### config.mk
export PLATFORM = sky130hd
export DESIGN_NAME = uart_tx_regs
export DESIGN_NICKNAME = d
export VERILOG_FILES = /design/src/rtl/uart_pkg.sv /design/src/rtl/uart_tx_regs_baud.sv /design/src/rtl/uart_tx_regs.sv
export SDC_FILE = /design/constraint.sdc
export NUM_CORES = 1
export LEC_CHECK = 0
export BUFFER_PORTS_ARGS = -buffer_cell sky130_fd_sc_hd__buf_2
export CAP_MARGIN = 30
export CORE_MARGIN = 2
export CORE_UTILIZATION = 42
export DETAILED_ROUTE_END_ITERATION = 7
export GPL_TIMING_DRIVEN = 0
export REMOVE_ABC_BUFFERS = 1
export SYNTH_ARGS = -nofsm -noshare
export SYNTH_HDL_FRONTEND = slang
export SYNTH_HIERARCHICAL = 1
export SYNTH_SLANG_ARGS = --single-unit
export TNS_END_PERCENT = 30
### constraint.sdc
create_clock -name clk_100MHz -period 2.4 [get_ports clk_100MHz]
set_input_delay 0.24 -clock clk_100MHz [delete_from_list [all_inputs] [get_ports clk_100MHz]]
set_output_delay 0.24 -clock clk_100MHz [all_outputs]
set_load 0.005 [all_outputs]
### src/rtl/uart_pkg.sv
// Shared types and register map for the register-mapped UART transmitter.
// Optional parity support is compiled in with UART_TX_PARITY_EN.
package uart_pkg;

  typedef enum logic [2:0] {
    IDLE,
    START_BIT,
    DATA,
    PARITY,
    STOP
  } uart_tx_state_t;

  localparam logic [4:0] ADDR_CPB  = 5'd0;
  localparam logic [4:0] ADDR_STOP = 5'd4;
  localparam logic [4:0] ADDR_PAR  = 5'd8;
  localparam logic [4:0] ADDR_TDR  = 5'd12;
  localparam logic [4:0] ADDR_CFG  = 5'd16;

  localparam int CFG_START = 0;
  localparam int CFG_BUSY  = 1;
  localparam int CFG_DONE  = 2;

endpackage

### src/rtl/uart_tx_regs_baud.sv
// Bit-period counter: counts 0..cpb while running, ticks on the last cycle.
// Cleared on frame launch so every frame starts on a full bit period.
module uart_baud_tick #(
  parameter int CPB_WIDTH = 16
) (
  input  logic                 clk_100MHz,
  input  logic                 reset,
  input  logic                 clear,
  input  logic                 run,
  input  logic [CPB_WIDTH-1:0] cpb,
  output logic                 tick
);

  logic [CPB_WIDTH-1:0] cnt;

  always_ff @(posedge clk_100MHz) begin
    if (reset || clear || !run) begin
      cnt <= '0;
    end else if (cnt == cpb) begin
      cnt <= '0;
    end else begin
      cnt <= cnt + CPB_WIDTH'(1);
    end
  end

  assign tick = run && (cnt == cpb);

endmodule

### src/rtl/uart_tx_regs.sv
// Register-mapped UART transmitter, one byte per CFG.START launch.
// Define UART_TX_PARITY_EN to add the PAR register and parity bit.
module uart_tx_regs
  import uart_pkg::*;
#(
  parameter int                   CPB_WIDTH = 16,
  parameter logic [CPB_WIDTH-1:0] CPB_RESET = 16'd867,
  parameter int                   DATA_BITS = 8
) (
  input  logic        clk_100MHz,
  input  logic        reset,
  input  logic        write_i,
  input  logic [3:0]  wstrb_i,
  input  logic [4:0]  addr_i,
  input  logic [31:0] wdata_i,
  output logic [31:0] rdata_o,
  input  logic        rx_i,
  output logic        tx
);

  localparam logic [2:0] LAST_IDX = 3'(DATA_BITS - 1);

  logic [CPB_WIDTH-1:0] cpb_q;
  logic [1:0]           stop_q;
  logic [7:0]           tdr_q;
  logic                 start_q;
  logic                 done_q;

  uart_tx_state_t       state_q, state_n;
  logic [2:0]           idx_q, idx_n;
  logic                 stop2_q, stop2_n;
  logic                 frame_end;

  logic [CPB_WIDTH-1:0] sh_cpb;
  logic [DATA_BITS-1:0] sh_data;
  logic                 sh_two_stop;
  logic                 par_en;
  logic                 par_bit;

  logic busy, wr_cfg, launch, tick;
  logic unused_bits;

  assign busy   = (state_q != IDLE);
  assign wr_cfg = write_i && (addr_i == ADDR_CFG);
  assign launch = wr_cfg && wstrb_i[0] && wdata_i[0] && !busy;

  assign unused_bits = ^{rx_i, wdata_i, wstrb_i};

`ifdef UART_TX_PARITY_EN
  logic [1:0] par_q;
  logic [1:0] sh_par;

  always_ff @(posedge clk_100MHz) begin
    if (reset) begin
      par_q  <= 2'd0;
      sh_par <= 2'd0;
    end else begin
      if (write_i && addr_i == ADDR_PAR && wstrb_i[0]) begin
        par_q <= wdata_i[1:0];
      end
      if (launch) begin
        sh_par <= par_q;
      end
    end
  end

  assign par_en  = sh_par[0];
  assign par_bit = (^sh_data) ^ sh_par[1];
`else
  assign par_en  = 1'b0;
  assign par_bit = 1'b1;
`endif

  always_ff @(posedge clk_100MHz) begin
    if (reset) begin
      cpb_q   <= CPB_RESET;
      stop_q  <= 2'd1;
      tdr_q   <= 8'd0;
      start_q <= 1'b0;
      done_q  <= 1'b0;
    end else begin
      if (write_i) begin
        unique case (1'b1)
          addr_i == ADDR_CPB: begin
            for (int i = 0; i < CPB_WIDTH; i++) begin
              if (wstrb_i[i/8]) cpb_q[i] <= wdata_i[i];
            end
          end
          addr_i == ADDR_STOP: begin
            if (wstrb_i[0]) stop_q <= wdata_i[1:0];
          end
          addr_i == ADDR_TDR: begin
            if (wstrb_i[0]) tdr_q <= wdata_i[7:0];
          end
          addr_i == ADDR_CFG: begin
            if (wstrb_i[0]) start_q <= wdata_i[CFG_START];
          end
          default: ;
        endcase
      end
      // a frame finishing wins over a same-cycle CFG write clearing DONE
      if (frame_end) begin
        done_q <= 1'b1;
      end else if (wr_cfg) begin
        done_q <= 1'b0;
      end
    end
  end

  always_ff @(posedge clk_100MHz) begin
    if (reset) begin
      state_q     <= IDLE;
      idx_q       <= 3'd0;
      stop2_q     <= 1'b0;
      sh_cpb      <= CPB_RESET;
      sh_data     <= '0;
      sh_two_stop <= 1'b0;
    end else begin
      state_q <= state_n;
      idx_q   <= idx_n;
      stop2_q <= stop2_n;
      if (launch) begin
        sh_cpb      <= cpb_q;
        sh_data     <= tdr_q[DATA_BITS-1:0];
        sh_two_stop <= stop_q[1];
      end
    end
  end

  uart_baud_tick #(
    .CPB_WIDTH (CPB_WIDTH)
  ) u_baud (
    .clk_100MHz (clk_100MHz),
    .reset      (reset),
    .clear      (launch),
    .run        (busy),
    .cpb        (sh_cpb),
    .tick       (tick)
  );

  always_comb begin
    state_n   = state_q;
    idx_n     = idx_q;
    stop2_n   = stop2_q;
    frame_end = 1'b0;
    unique case (state_q)
      IDLE: begin
        if (launch) state_n = START_BIT;
      end
      START_BIT: begin
        if (tick) begin
          state_n = DATA;
          idx_n   = 3'd0;
        end
      end
      DATA: begin
        if (tick) begin
          if (idx_q == LAST_IDX) begin
            state_n = par_en ? PARITY : STOP;
            stop2_n = 1'b0;
          end else begin
            idx_n = idx_q + 3'd1;
          end
        end
      end
      PARITY: begin
        if (tick) begin
          state_n = STOP;
          stop2_n = 1'b0;
        end
      end
      STOP: begin
        if (tick) begin
          if (sh_two_stop && !stop2_q) begin
            stop2_n = 1'b1;
          end else begin
            state_n   = IDLE;
            frame_end = 1'b1;
          end
        end
      end
      default: state_n = IDLE;
    endcase
  end

  always_comb begin
    tx = 1'b1;
    unique case (state_q)
      START_BIT: tx = 1'b0;
      DATA:      tx = sh_data[idx_q];
      PARITY:    tx = par_bit;
      default:   tx = 1'b1;
    endcase
  end

  always_comb begin
    rdata_o = 32'd0;
    unique case (1'b1)
      addr_i == ADDR_CPB:  rdata_o = 32'(cpb_q);
      addr_i == ADDR_STOP: rdata_o = {30'd0, stop_q};
`ifdef UART_TX_PARITY_EN
      addr_i == ADDR_PAR:  rdata_o = {30'd0, par_q};
`endif
      addr_i == ADDR_TDR:  rdata_o = {24'd0, tdr_q};
      addr_i == ADDR_CFG:  rdata_o = {29'd0, done_q, busy, start_q};
      default: rdata_o = 32'd0;
    endcase
  end

endmodule
==> run summary, run 1 <==
The critical path data required time is 2.68 ns. The sequential area share after synthesis is 0.425. The power density normalized to cell area came out at 622 nW/um^2.

The longest individual stage delay on the worst path came out at 0.47 ns. The total power after layout is 2550 uW. The dominant register cell in the synthesized netlist is sky130_fd_sc_hd__dfxtp_1. For this run the aggregate overflow at the end of global routing stands at 0.

Setup violations remaining at the end of the flow were counted as 0. The post-layout net count is 492. The number of antenna repair diodes came out at 0.

The total clock sinks came out at 76. The combinational group share of total power came out at 0.032. After clock tree synthesis, the clock-pin slew on the worst setup and hold paths is 0.08 ns. The largest delay contributor family on the critical path is simple AND/OR/NAND/NOR gates. After layout, the worst setup slack is 0.241 ns.

The post-placement setup slack came out at -0.599 ns. The clock passes through at most 2 buffers. The number of synthesis warnings is 6. Once detailed placement completed, the half-perimeter wirelength came to 5280 um.

The number of antenna-violating nets in the routed design is 0. The number of placement rows is 33. The die height came out at 96.3 um. The TritonCTS clock tree is yes. The final weighted congestion of routability-driven global placement is 0.796. Dividing the detail-routed via count by the number of cells gives 5.19. The total detailed-routing wirelength is 7860 um. The largest individual stage delay along the critical path comes from the cell sky130_fd_sc_hd__dfxtp_1.

The number of instances in the synthesized netlist came out at 409. The number of global-route vias before repair is 2597. The initial core utilization came out at 0.433. Setup repair after global routing left no endpoint under its margin.

After the first detailed-routing iteration, the DRC count stood at 89. The design internal power came out at 2040 uW. The path type of the worst setup path is reg2reg.

The first detailed-routing pass took 4 iterations. The signal on the critical path passes through xnor2_1, nand4_1, nor4_4, and2_1, nand2_1, nor4_2, a22oi_1, nor2_1. Across the run, the number of max-cap violations was 0. The floorplan step defined a core boundary enclosing 8260 sq um. The share of the cycle needed by the critical path after routing came out at 0.900.

The summed instance area of the synthesized netlist is 3580 sq um. Buffers placed on the I/O ports in this run total 42. The die covers 9280 sq um. The initial antenna violation count came out at 0. The smallest clock period supported by the final layout is computed as 2.16 ns. The average wire length per cell after detail routing is 14.2 um. The data arrival time of the critical path came out at 2.44 ns. The number of buffers inserted by hold repair at cts is 0. The kind of capture point of the worst setup path is a flip-flop. The path depth of the worst reg2reg path came out at 8.

The pin count of the biggest net entering global routing is 41. Along the worst path, the maximum fanout reaches 8. In this run the number of cells on the critical path is 8. The first global-routing pass estimated 12500 um of wire. The overall via count from detail_route came out at 2873. The number of hold violations in the final report is 0. The I/O pin count came out at 78. Of the total power, registers draw 0.495. Leaving out fill and tap cells, the most frequent cell in the layout is sky130_fd_sc_hd__dfxtp_1. After detailed routing, the number of remaining DRC violations is 0.

Synthesis inferred 76 register bits. The mean post-synth cell area came out at 8.75 sq um. The layout-stage area growth over the synthesis result came out at 14.7%. The root cell of the clock tree is sky130_fd_sc_hd__clkbuf_8.

The count of flip-flops with a built-in enable after synthesis is 0. The fraction of layout instances using a drive strength above 1 is 0.171. The count of cells along the worst hold path is 2.

The distinct cell type count of the synthesized netlist came out at 46. The worst clock skew is 0.00711 ns. The fraction of registers with async set or reset after synthesis came out at 0. The highest ir drop seen on vdd is 0.308 mV. The switching power came out at 515 uW. Of the total power, the clock network draws 0.473.

The count of buffering cells on the critical path with inverters included is 0. At the pin with the least slew margin, the transition time is 0.705 ns. Across every metal layer, demand over resource in global routing totals 0.175. The die is 96.3 um wide. Static timing analysis puts the maximum clock frequency at 0.463 GHz. Measured against its own limit, the worst slew margin works out to 0.526. The library cells used most frequently in the layout, excluding fill and tap cells, are sky130_fd_sc_hd__dfxtp_1 (76), sky130_fd_sc_hd__nand2_1 (53), sky130_fd_sc_hd__buf_2 (42). The path class of the tightest hold or removal check is in2reg. The proportion of total power due to net switching came out at 0.202. The number of H-tree levels is 3. The run finished with clean final reports. The analysis attributes to cell leakage a power of 0.00152 uW. The clock latency on the worst-skew pair came out at 0.35 ns. Counting the buffers created by CTS gives 9. The number of slew-limit violations in the final report came out at 0. The startpoint type of the worst setup path is a flip-flop.
final timing paths:
path,startpoint,end,slack [ns]
setup / recovery,u_baud/cnt[11],idx_q[1],0.24
hold / removal,wdata_i[8],cpb_q[8],0.09
setup reg to reg,u_baud/cnt[11],idx_q[1],0.24
hold reg to reg,sh_data[2],sh_data[2],0.46
registers in the layout (all words and copies together), names as in the netlist:
register	flops
done_q	1
sh_data	8
sh_cpb	16
sh_two_stop	1
stop_q	2
cpb_q	16
tdr_q	8
u_baud/cnt	16
idx_q	3
state_q	3
stop2_q	1
start_q	1
per-stage QoR:
| stage | cells | area (sq um) | setup TNS [ns] | util | hold slack, ns |
|---|---|---|---|---|---|
| 2_1_floorplan | 386 | 3420 | 0 | - | 0.309 |
| 3_3_place_gp | 533 | 3770 | -15.12 | 0.456 | 0.442 |
| 3_5_place_dp | 535 | 3800 | -12.32 | 0.460 | 0.448 |
| 4_1_cts | 552 | 4070 | 0 | 0.493 | 0.0814 |
| 5_1_grt | 554 | 4110 | 0 | 0.497 | 0.0801 |
| 6_report | 554 | 4110 | 0 | 0.497 | 0.0903 |
metal layers:
layer,up-vias,share of wire,GRT usage
met5,-,0,0
met4,0,0.016,0.0657
met3,11,0.034,0.0360
met2,54,0.45,0.259
met1,1357,0.50,0.252
li1,1451,-,-
cells by family after synthesis:
logic type                 count (synthesis)  share of synthesized area
adders and majority gates                  3                     0.0105
other                                      1                    0.00105
and+or+nand+nor                          186                      0.267
buffers and inverters                     41                     0.0622
DFF                                       76                      0.425
AOI/OAI and AO/OA                         48                     0.0902
muxes                                     24                     0.0706
xor gates and xnor gates                  30                     0.0734
Yosys cell counts (3+ instances only):
master | number | area, sq um
sky130_fd_sc_hd__ha_1 | 3 | 37.5
sky130_fd_sc_hd__nor3_1 | 35 | 175
sky130_fd_sc_hd__buf_2 | 3 | 15.0
sky130_fd_sc_hd__nor4_1 | 4 | 25.0
sky130_fd_sc_hd__a211o_1 | 6 | 52.6
sky130_fd_sc_hd__nand3_1 | 7 | 35.0
sky130_fd_sc_hd__nand2_1 | 54 | 203
sky130_fd_sc_hd__nor3b_1 | 3 | 22.5
sky130_fd_sc_hd__nor2_1 | 40 | 150
sky130_fd_sc_hd__a22o_1 | 5 | 43.8
sky130_fd_sc_hd__nand4_1 | 7 | 43.8
sky130_fd_sc_hd__a21oi_1 | 21 | 105
sky130_fd_sc_hd__and2_1 | 11 | 68.8
sky130_fd_sc_hd__mux2i_1 | 23 | 230
sky130_fd_sc_hd__xnor2_1 | 28 | 245
sky130_fd_sc_hd__nor2b_1 | 10 | 62.6
sky130_fd_sc_hd__clkbuf_1 | 16 | 60.1
sky130_fd_sc_hd__dfxtp_1 | 76 | 1520
sky130_fd_sc_hd__a22oi_1 | 8 | 60.1
sky130_fd_sc_hd__buf_4 | 17 | 128
power by group through the flow:
stage                     clock network (uW)  logic (uW)  registers (uW)
after floorplan                            0        23.5            1290
after global placement                     0        73.8            1290
after detailed placement                   0        79.2            1290
after CTS                               1220        80.5            1260
after global routing                    1280        93.4            1260
final                                   1210        82.2            1260
layout make-up:
cell class / count / area [sq um]
timing repair buffer: 46 / 260
clock buffer: 12 / 155
tap: 105 / 131
clock inverter: 4 / 95.1
sequential: 76 / 1520
multi-input combinational: 308 / 1930
fill: 814 / 4150
inverter: 3 / 16.3
timing repair:
| item | 4_1_cts | 5_1_grt |
|---|---|---|
| gates cloned | 0 | 1 |
| gates resized for setup | 3 | 3 |
| endpoints found under the setup margin | 48 | 19 |
| buffers inserted | 1 | 0 |
| pin swaps | 1 | 1 |
(Power assumes the default switching activity.)
==> run 2, diff against run 1 <==
Settings changed: CTS_BUF_LIST from default to sky130_fd_sc_hd__clkbuf_2, SETUP_SLACK_MARGIN from default to 0.4.
==> run 2 against run 1 <==
  * Total power shrank 12%
  * Final cell count up 5.1%
  * Clock-buffer cell count is 2 lower
  * Combinational power increased by 24%
  * Setup slack improved by 0.086 ns
  * Maximum frequency up 4.2%
  * Largest cell class unchanged
==> run summary, run 2 (synthesis results as in run 1) <==
The longest clock path from root to sink contains 2 buffers. The share of the cycle needed by the critical path after routing is 0.864. The half-perimeter wire length of the detailed placement result came out at 5280 um.

The average wire length per cell after detail routing came out at 14.0 um. The first global-routing pass estimated 13200 um of wire. The highest fanout seen on the critical path came out at 6. The largest registers in the layout are cpb_q x16, sh_cpb x16, u_baud/cnt x16. Clock tree synthesis found a total of 76 sinks. Port buffering added 42 buffers. The post-layout net count is 520.

TritonCTS built the clock tree. The highest ir drop seen on vdd is 0.259 mV. The worst clock skew is 0.0146 ns. The number of hold violations in the final report came to 0. The number of global-route vias before repair is 2722. The final weighted congestion of routability-driven global placement is 0.796. The longest individual stage delay on the worst path is 0.55 ns. For this design the top-level I/O count stands at 78. In this run the standard cell core region covers 8260 sq um. Leaving out fill and tap cells, the most frequent cell in the layout is sky130_fd_sc_hd__dfxtp_1. The initial antenna violation count is 0. The number of vias per cell came out at 5.15. The overall via count from detail_route came out at 2997. The root cell of the clock tree is sky130_fd_sc_hd__clkbuf_2. The H-tree was split into 3 levels.

The fraction of layout instances using a drive strength above 1 came out at 0.249. The flow ran to the end, and the final reports show no timing, DRC or antenna violations. Setup repair after global routing could not meet its margin everywhere. The global router's overall resource usage is 0.186. The clock latency on the worst-skew pair came out at 0.52 ns. The data arrival time of the critical path is 1.83 ns. The die is 96.3 um wide. The number of placement rows is 33. The worst setup path is of the reg2out kind. The number of slew-limit violations in the final report is 0. The worst-margin pin slew is 0.665 ns. The clock edge transition at the registers on the reported setup and hold paths came out at 0.19 ns.

The number of antenna-violating nets in the routed design is 0. The number of max-cap violations came out at 0. Summed over all layers, the routed wires come to 8170 um.

The initial core utilization came out at 0.433. In this run the power density over the cells is 510 nW/um^2. The static power due to leakage is 0.00167 uW. The die height came out at 96.3 um.

The worst setup path is captured at an output pin. The count of unresolved DRC violations after routing is 0. The total CTS buffers came out at 9. The total power after layout is 2240 uW.

The startpoint type of the worst setup path is a flip-flop. The count of endpoints failing setup in the final report came out at 0. The critical path goes through mux4_2, nor2b_4, o31ai_2, buf_2. The number of detailed-routing iterations run before antenna repair came out at 4. The layout-stage area growth over the synthesis result came out at 22.7%. The critical path data required time is 2.16 ns. Counting I/O delays and the setup requirement, the final critical path takes 2.07 ns. The initial detailed-routing violation count is 76. The setup TNS came out at 0 ns. Entering global routing, the biggest net connects 41 pins. Static timing analysis puts the maximum clock frequency at 0.483 GHz. The number of antenna repair diodes is 0. The largest individual stage delay along the critical path comes from the cell sky130_fd_sc_hd__mux4_2. The total overflow left after global routing is 0.

Measured on the finished design, the core utilization comes to 0.532. The top cell types in the final layout, fill and taps aside, are sky130_fd_sc_hd__dfxtp_1 (55), sky130_fd_sc_hd__nand2_1 (52), sky130_fd_sc_hd__buf_2 (42). Final hold analysis gives a worst-case slack of 0.0591 ns.

The die area is 9280 sq um. The relative max-transition margin came out at 0.553. The type of the most critical hold path is in2reg.
==> run 2: cell count changes in the layout (fill, tap and decap cells not counted), moves of 2 or more <==
cell,delta
sky130_fd_sc_hd__clkbuf_2,+10
sky130_fd_sc_hd__dfxtp_4,+9
sky130_fd_sc_hd__xnor2_1,-5
sky130_fd_sc_hd__dfxtp_1,-21
sky130_fd_sc_hd__nand2_4,+2
sky130_fd_sc_hd__buf_4,+13
sky130_fd_sc_hd__dlygate4sd3_1,+15
sky130_fd_sc_hd__xnor2_2,+5
sky130_fd_sc_hd__dfxtp_2,+12
sky130_fd_sc_hd__clkinv_1,+2
sky130_fd_sc_hd__clkbuf_8,-11
==> run 2: what timing repair did <==
action                                  in CTS  in global routing
endpoints found under the setup margin      52                 37
endpoints found under the hold margin       23                  0
resized for setup                           10                 44
buffers inserted                             3                 11
hold buffers                                15                  0
pin swaps                                    3                  8
cloned                                       1                  0
==> run 2: path summary, 6_finish.rpt <==
path                            slack, ns         end           from  cells past startpoint
worst max-delay path                 0.33          tx       idx_q[0]                      4
worst min-delay path                 0.06    cpb_q[0]     wdata_i[0]                      2
worst max register to register       0.51    idx_q[1]  u_baud/cnt[0]                      8
worst min register to register       0.47  sh_data[2]     sh_data[2]                      2
==> run 2: metal layers <==
| layer | vias to the layer above | global-route usage | part of all wire |
|---|---|---|---|
| met1 | 1406 | 0.262 | 0.50 |
| met2 | 62 | 0.281 | 0.46 |
| li1 | 1518 | - | - |
| met5 | - | 0 | 0 |
| met4 | 0 | 0.0763 | 0.016 |
| met3 | 11 | 0.0337 | 0.033 |
==> run 2: area by class of cell <==
class	count	area, sq um
Clock buffer	10	50.0
Fill cell	792	3860
Sequential cell	76	1570
Timing Repair Buffer	74	508
Tap cell	105	131
Clock inverter	6	103
Multi-Input combinational cell	308	2010
Inverter	3	23.8
==> run 2: critical path: cells and delay by family (launching register included) <==
| family | cells | cell delay, ns |
|---|---|---|
| muxes | 1 | 0.55 |
| AOI/OAI and AO/OA | 1 | 0.07 |
| buffers and inverters | 1 | 0.14 |
| DFF | 1 | 0.43 |
| and+or+nand+nor | 1 | 0.13 |
==> run 2: metrics by stage <==
step	instances	setup WS, ns	cell area, sq um
finish	582	0.328	4390
global route	582	0.218	4390
CTS	570	0.281	4170
detailed placement	535	-0.599	3800
global placement	533	-0.635	3770
floorplan	386	0.0386	3420
==> run 2: report_power, final <==
group | switching, uW | internal (uW) | total (uW) | leakage [uW]
logic | 56.8 | 45.4 | 102 | 0.000954
registers | 1.95 | 1260 | 1260 | 0.000626
clock network | 437 | 445 | 882 | 0.0000910
